File: src/rtl/lif_neuron_array.sv
// Layer of leaky integrate-and-fire neurons. All neurons share one input spike vector that
// arrives as a byte stream. Per-neuron weights and signs, and the global parameters, are set through a byte-wide register port.
//
// state   | meaning
// COLLECT | accepting input bytes into the frame shift register
// UPDATE  | single cycle: every neuron integrates the assembled frame
module lif_neuron_array #(
  parameter int N_NEURONS  = 4,
  parameter int INPUTS     = 16,
  parameter int U_WIDTH    = 8,
  parameter int REF_WIDTH  = 3,
  parameter int ADDR_WIDTH = 8,
  localparam int SEL_W     = (N_NEURONS > 1) ? $clog2(N_NEURONS) : 1
) (
  input  logic                  clk,
  input  logic                  reset,
  input  logic                  in_valid,
  input  logic [7:0]            in_data,
  output logic                  in_ready,
  input  logic                  cfg_we,
  input  logic [ADDR_WIDTH-1:0] cfg_addr,
  input  logic [7:0]            cfg_data,
  input  logic [SEL_W-1:0]      mon_sel,
  output logic [N_NEURONS-1:0]  spikes,
  output logic                  out_valid,
  output logic [U_WIDTH-1:0]    mon_u
);

  localparam int B  = INPUTS / 8;
  localparam int BW = (B > 1) ? $clog2(B) : 1;
  localparam int PW = $clog2(INPUTS + 1);
  localparam int EW = U_WIDTH + PW + 2;
  localparam int G  = N_NEURONS * 2 * B;
  localparam logic [ADDR_WIDTH-1:0] A_THETA   = ADDR_WIDTH'(G);
  localparam logic [ADDR_WIDTH-1:0] A_SHIFT   = ADDR_WIDTH'(G + 1);
  localparam logic [ADDR_WIDTH-1:0] A_REFRACT = ADDR_WIDTH'(G + 2);
  localparam logic [ADDR_WIDTH-1:0] A_CLEAR   = ADDR_WIDTH'(G + 3);
  localparam logic signed [EW-1:0]  VMAX      = EW'((1 << (U_WIDTH - 1)) - 1);
  localparam logic signed [EW-1:0]  VMIN      = ~VMAX;

  typedef enum logic {COLLECT, UPDATE} state_t;
  state_t state, state_next;

  logic [INPUTS-1:0]         w [N_NEURONS];
  logic [INPUTS-1:0]         s [N_NEURONS];
  logic [7:0]                theta;
  logic [2:0]                shift;
  logic [REF_WIDTH-1:0]      refract;
  logic [INPUTS-1:0]         x;
  logic [BW-1:0]             byte_cnt;
  logic signed [U_WIDTH-1:0] u [N_NEURONS];
  logic [REF_WIDTH-1:0]      rc [N_NEURONS];

  logic                      in_fire, last_byte, clear;
  logic signed [U_WIDTH-1:0] leak [N_NEURONS];
  logic signed [EW-1:0]      syn [N_NEURONS];
  logic signed [EW-1:0]      acc [N_NEURONS];
  logic signed [EW-1:0]      v [N_NEURONS];
  logic signed [EW-1:0]      theta_e;
  logic [N_NEURONS-1:0]      fire;

  function automatic logic [PW-1:0] popcount(input logic [INPUTS-1:0] d);
    logic [PW-1:0] c;
    c = '0;
    for (int i = 0; i < INPUTS; i++) c = c + PW'(d[i]);
    return c;
  endfunction

  assign in_fire   = in_valid && in_ready;
  assign last_byte = (byte_cnt == BW'(B - 1));
  assign clear     = cfg_we && (cfg_addr == A_CLEAR);
  assign theta_e   = EW'(theta);
  assign mon_u     = u[mon_sel];

  always_ff @(posedge clk or posedge reset) begin
    if (reset) state <= COLLECT;
    else       state <= state_next;
  end

  always_comb begin
    state_next = state;
    in_ready   = 1'b0;
    case (state)
      COLLECT: begin
        in_ready = 1'b1;
        if (in_valid && last_byte) state_next = UPDATE;
      end
      UPDATE:  state_next = COLLECT;
      default: state_next = COLLECT;
    endcase
  end

  // First byte of a frame ends up in the MSBs.
  always_ff @(posedge clk or posedge reset) begin
    if (reset) begin
      x        <= '0;
      byte_cnt <= '0;
    end else if (in_fire) begin
      x        <= (x << 8) | INPUTS'(in_data);
      byte_cnt <= last_byte ? '0 : byte_cnt + 1'b1;
    end
  end

  always_ff @(posedge clk or posedge reset) begin
    if (reset) begin
      for (int n = 0; n < N_NEURONS; n++) begin
        w[n] <= '0;
        s[n] <= '0;
      end
      theta   <= 8'd5;
      shift   <= '0;
      refract <= '0;
    end else if (cfg_we) begin
      for (int n = 0; n < N_NEURONS; n++) begin
        for (int j = 0; j < B; j++) begin
          if (cfg_addr == ADDR_WIDTH'(n * 2 * B + j))     w[n][8*j +: 8] <= cfg_data;
          if (cfg_addr == ADDR_WIDTH'(n * 2 * B + B + j)) s[n][8*j +: 8] <= cfg_data;
        end
      end
      if (cfg_addr == A_THETA)   theta   <= cfg_data;
      if (cfg_addr == A_SHIFT)   shift   <= cfg_data[2:0];
      if (cfg_addr == A_REFRACT) refract <= cfg_data[REF_WIDTH-1:0];
    end
  end

  // Wide accumulator keeps u - leak + syn exact before saturating back to U_WIDTH.
  always_comb begin
    for (int n = 0; n < N_NEURONS; n++) begin
      if (shift == 3'd0) leak[n] = '0;
      else               leak[n] = u[n] >>> shift;
      syn[n] = '0;
      if (rc[n] == '0)
        syn[n] = EW'(popcount(x & w[n] & ~s[n])) - EW'(popcount(x & w[n] & s[n]));
      acc[n] = EW'(u[n]) - EW'(leak[n]) + syn[n];
      if (acc[n] > VMAX)      v[n] = VMAX;
      else if (acc[n] < VMIN) v[n] = VMIN;
      else                    v[n] = acc[n];
      fire[n] = (rc[n] == '0) && (v[n] >= theta_e);
    end
  end

  // A CLEAR landing in the UPDATE cycle overrides the membrane update but not the spike output.
  always_ff @(posedge clk or posedge reset) begin
    if (reset) begin
      for (int n = 0; n < N_NEURONS; n++) begin
        u[n]  <= '0;
        rc[n] <= '0;
      end
      spikes    <= '0;
      out_valid <= 1'b0;
    end else begin
      out_valid <= (state == UPDATE);
      if (state == UPDATE) spikes <= fire;
      for (int n = 0; n < N_NEURONS; n++) begin
        if (clear) begin
          u[n]  <= '0;
          rc[n] <= '0;
        end else if (state == UPDATE) begin
          if (fire[n]) begin
            u[n]  <= U_WIDTH'(v[n] - theta_e);
            rc[n] <= refract;
          end else begin
            u[n] <= U_WIDTH'(v[n]);
            if (rc[n] != '0) rc[n] <= rc[n] - 1'b1;
          end
        end
      end
    end
  end

endmodule

File: config.mk
export PLATFORM = sky130hd
export DESIGN_NAME = lif_neuron_array
export DESIGN_NICKNAME = d
export VERILOG_FILES = /design/src/rtl/lif_neuron_array.sv
export SDC_FILE = /design/constraint.sdc
export NUM_CORES = 1
export LEC_CHECK = 0
export CAP_MARGIN = 20
export CELL_PAD_IN_SITES_DETAIL_PLACEMENT = 0
export CELL_PAD_IN_SITES_GLOBAL_PLACEMENT = 1
export CORE_UTILIZATION = 51
export CTS_CLUSTER_SIZE = 8
export DETAILED_ROUTE_END_ITERATION = 8
export PLACE_DENSITY = 0.92
export SLEW_MARGIN = 20
export SYNTH_ARGS = -nofsm -noshare
export SYNTH_HDL_FRONTEND = slang
export SYNTH_SLANG_ARGS = --single-unit
File: constraint.sdc
create_clock -name clk -period 10.9 [get_ports clk]
set_clock_uncertainty 0.05 [all_clocks]
set_input_delay 2.18 -clock clk [delete_from_list [all_inputs] [get_ports clk]]
set_output_delay 2.18 -clock clk [all_outputs]
set_load 0.02 [all_outputs]
==> results.py <==
metrics = {
    "run_status": {
        "status": "finished clean",
    },
    "critical_path": {
        "crit_required_ns": 11.29,
        "cpMaxStageDelayCell": "dfrtp_1",
        "critPathKind": "register to register",
        "crit_path_frequent_cell": "fa_1",
        "r2r-end": "u[13]$_DFFE_PP0P_",
        "rrSetupSlack_ns": 0.42,
        "slowest_delay_ns": 0.61,
        "arrival_ns": 10.87,
        "cp_num_buf_inv": 5,
        "cpLargestDelayFamily": "adder cells",
        "crit_fanout": 10,
        "start_kind": "register",
        "end_kind": "register",
        "r2r-start": "x[0]$_DFFE_PP0P_",
        "reg2reg_depth": 37,
    },
    "timing": {
        "finalSetupViolCount": 0,
        "drv_slew": 0,
        "fin_crit_sh": 0.9612,
        "timing.hold.ws_ns": 0.4125,
        "hold_violations": 0,
        "slew_headroom": 0.2758,
        "fmax_mhz": 95.44,
        "tightest_slew_ns": 1.084,
        "finalWorstPathRequiredPeriod_ns": 10.48,
    },
    "logic_synthesis": {
        "synth_area_um2": 18300,
        "yosys_warnings": 0,
        "async_flop_share": 1.000,
        "yosysSeqAreaShare": 0.2859,
        "synth_seq_cells": 209,
        "synth_area_leaders": "dfrtp_1 28%, fa_1 14%, mux2_2 9.7%",
        "synth_top_area_share": 0.2831,
        "ys_types": 91,
        "synth_fp_nets": 2148,
        "yosysMostFrequentCell": "inv_1",
        "syn_area_per_cell_um2": 9.802,
        "synth_common_cells": "248 x inv_1, 207 x dfrtp_1, 157 x mux2_2, 132 x fa_1, 119 x ha_1",
        "synth_enable_flop_cells": 0,
        "synthCells": 1867,
        "yosys_most_used_dff": "dfrtp_1",
        "yosysTopAreaCell": "dfrtp_1",
    },
    "route": {
        "wl_um": 49630,
        "drt-wirelength-per-cell_um": 21.06,
        "vias_per_cell": 6.071,
        "dr.pass1.iters": 5,
        "vias": 14309,
        "ant_nets": 0,
        "drc": 0,
        "drt-initial-drc-count": 1083,
    },
    "min_path": {
        "hp-start": "byte_cnt$_DFFE_PP0P_",
        "whs_endpoint": "byte_cnt$_DFFE_PP0P_",
        "holdCritPathClass": "register to register",
        "hold_depth": 1,
    },
    "clock_tree": {
        "cts_max_path_buffers": 3,
        "cts_tree": "built",
        "htree_levels": 1,
        "clock_latency_ns": 0.58,
        "clockRootBuffer": "clkbuf_16",
        "hold_buffers": 0,
        "clk_pin_slew_worst_paths_ns": 0.06,
        "numCtsBuffers": 30,
        "cts_sinks": 209,
    },
    "die": {
        "fp-row-count": 69,
        "ios": 44,
        "start_util": 0.5170,
        "die_w_um": 191.4,
        "die_area_um2": 36640,
        "fp.dieH_um": 191.4,
        "coreArea_um2": 35400,
    },
    "layout": {
        "final_cells": 2357,
        "synthToLayoutAreaGrowth_pct": 9.524,
        "layout-drive-gt1-share": 0.1350,
        "fin_nets": 2166,
        "n_antenna_cell": 0,
    },
    "place": {
        "finalWeightedCongestion": 0.9204,
        "io_buffers": 43,
        "dp_hpwl_um": 37250,
        "dp_cells": 2304,
    },
    "grt": {
        "grt_pass1_vias": 14686,
        "grt_pass1_wl_um": 79720,
        "grt_max_degree": 130,
        "grt_antenna_before_repair": 1,
        "grt_overflow_total": 0,
        "grt_usage": 0.2822,
    },
    "job": {
        "maxCapViolCount": 0,
    },
}
-- flip-flops by register name (all words and copies together), names as in the netlist --
name	flops
s	64
w	64
u	32
x	16
rc	12
theta	8
spikes	4
refract	3
shift	3
byte_cnt	1
out_valid	1
state	1
-- per-stage QoR --
stage          setup WS [ns]    util  cell area [µm²]  TNS [ns]
6_report              0.4226  0.5662            20040         0
5_1_grt             -0.02099  0.5662            20040  -0.03998
4_1_cts               0.3645  0.5636            19950         0
3_5_place_dp          0.4457  0.5393            19090         0
3_3_place_gp          0.5272  0.5391            19080         0
2_1_floorplan          1.398       -            18300         0
-- worst reg2reg max path, delay by kind of cell, from the launching register on --
family | cells | cell delay, ns
AO/OA/AOI/OAI | 11 | 2.33
AND/OR/NAND/NOR | 10 | 2.04
flip-flops | 1 | 0.61
adder cells (fa/ha/maj) | 11 | 4.75
buffers and inverters | 5 | 0.56
-- layout make-up --
class / count / area [µm²]
Clock buffer: 41 / 802.0
Timing Repair Buffer: 64 / 591.8
Sequential cell: 209 / 5238
Inverter: 248 / 938.4
Multi-Input combinational cell: 1332 / 11840
Tap cell: 461 / 576.8
Clock inverter: 2 / 60.06
Fill cell: 3087 / 15350
-- worst max-delay path by stage --
stage                     start                    end  slack, ns  depth (start not counted)
2_1_floorplan  x[1]$_DFFE_PP0P_      u[16]$_DFFE_PP0P_       1.40                         39
3_3_place_gp   x[1]$_DFFE_PP0P_  spikes[2]$_DFFE_PP0P_       0.53                         37
3_5_place_dp   x[1]$_DFFE_PP0P_  spikes[2]$_DFFE_PP0P_       0.45                         37
4_1_cts        x[1]$_DFFE_PP0P_  spikes[2]$_DFFE_PP0P_       0.36                         37
5_1_grt        x[4]$_DFFE_PP0P_       u[6]$_DFFE_PP0P_      -0.02                         38
6_report       x[0]$_DFFE_PP0P_      u[13]$_DFFE_PP0P_       0.42                         37
-- cells by family after synthesis --
| kind of cell | share of synthesized area |
|---|---|
| buffers and inverters | 0.06823 |
| adders and majority gates | 0.2258 |
| DFF | 0.2859 |
| AOI/OAI and AO/OA | 0.1328 |
| and+or+nand+nor | 0.1367 |
| xor gates and xnor gates | 0.02537 |
| muxes | 0.1251 |
-- per-layer routing --
layer | GRT usage | wire length, µm | up-vias | part of all wire
li1 | - | - | 6510 | -
met1 | 0.3703 | 20880 | 7197 | 0.42
met2 | 0.4739 | 23630 | 495 | 0.48
met3 | 0.04351 | 3264 | 105 | 0.066
met4 | 0.09707 | 1839 | 2 | 0.037
met5 | 0 | 12 | - | 0.00024
-- cells in the final DEF (no fill, tap or decap), types with 20 or more instances in the layout --
| master | instances |
|---|---|
| nand3b_1 | 54 |
| buf_4 | 20 |
| ha_1 | 119 |
| fa_1 | 132 |
| dfrtp_1 | 203 |
| o21ai_0 | 75 |
| xnor2_1 | 35 |
| and3_1 | 41 |
| a21oi_1 | 73 |
| a21o_1 | 26 |
| clkdlybuf4s50_1 | 43 |
| nand2_1 | 111 |
| clkbuf_16 | 30 |
| nand3_1 | 65 |
| nand2b_1 | 21 |
| a31oi_1 | 21 |
| nor2_1 | 83 |
| inv_1 | 247 |
| mux2_2 | 156 |
| nor2b_1 | 29 |
-- timing repair --
item,CTS,global route
setup buffers,0,10
setup endpoints to repair,0,22
resized for setup,0,3
Power is left out: the tool's default activity adds up to more than one toggle a clock period on the data nets, which glitch-free logic cannot reach.
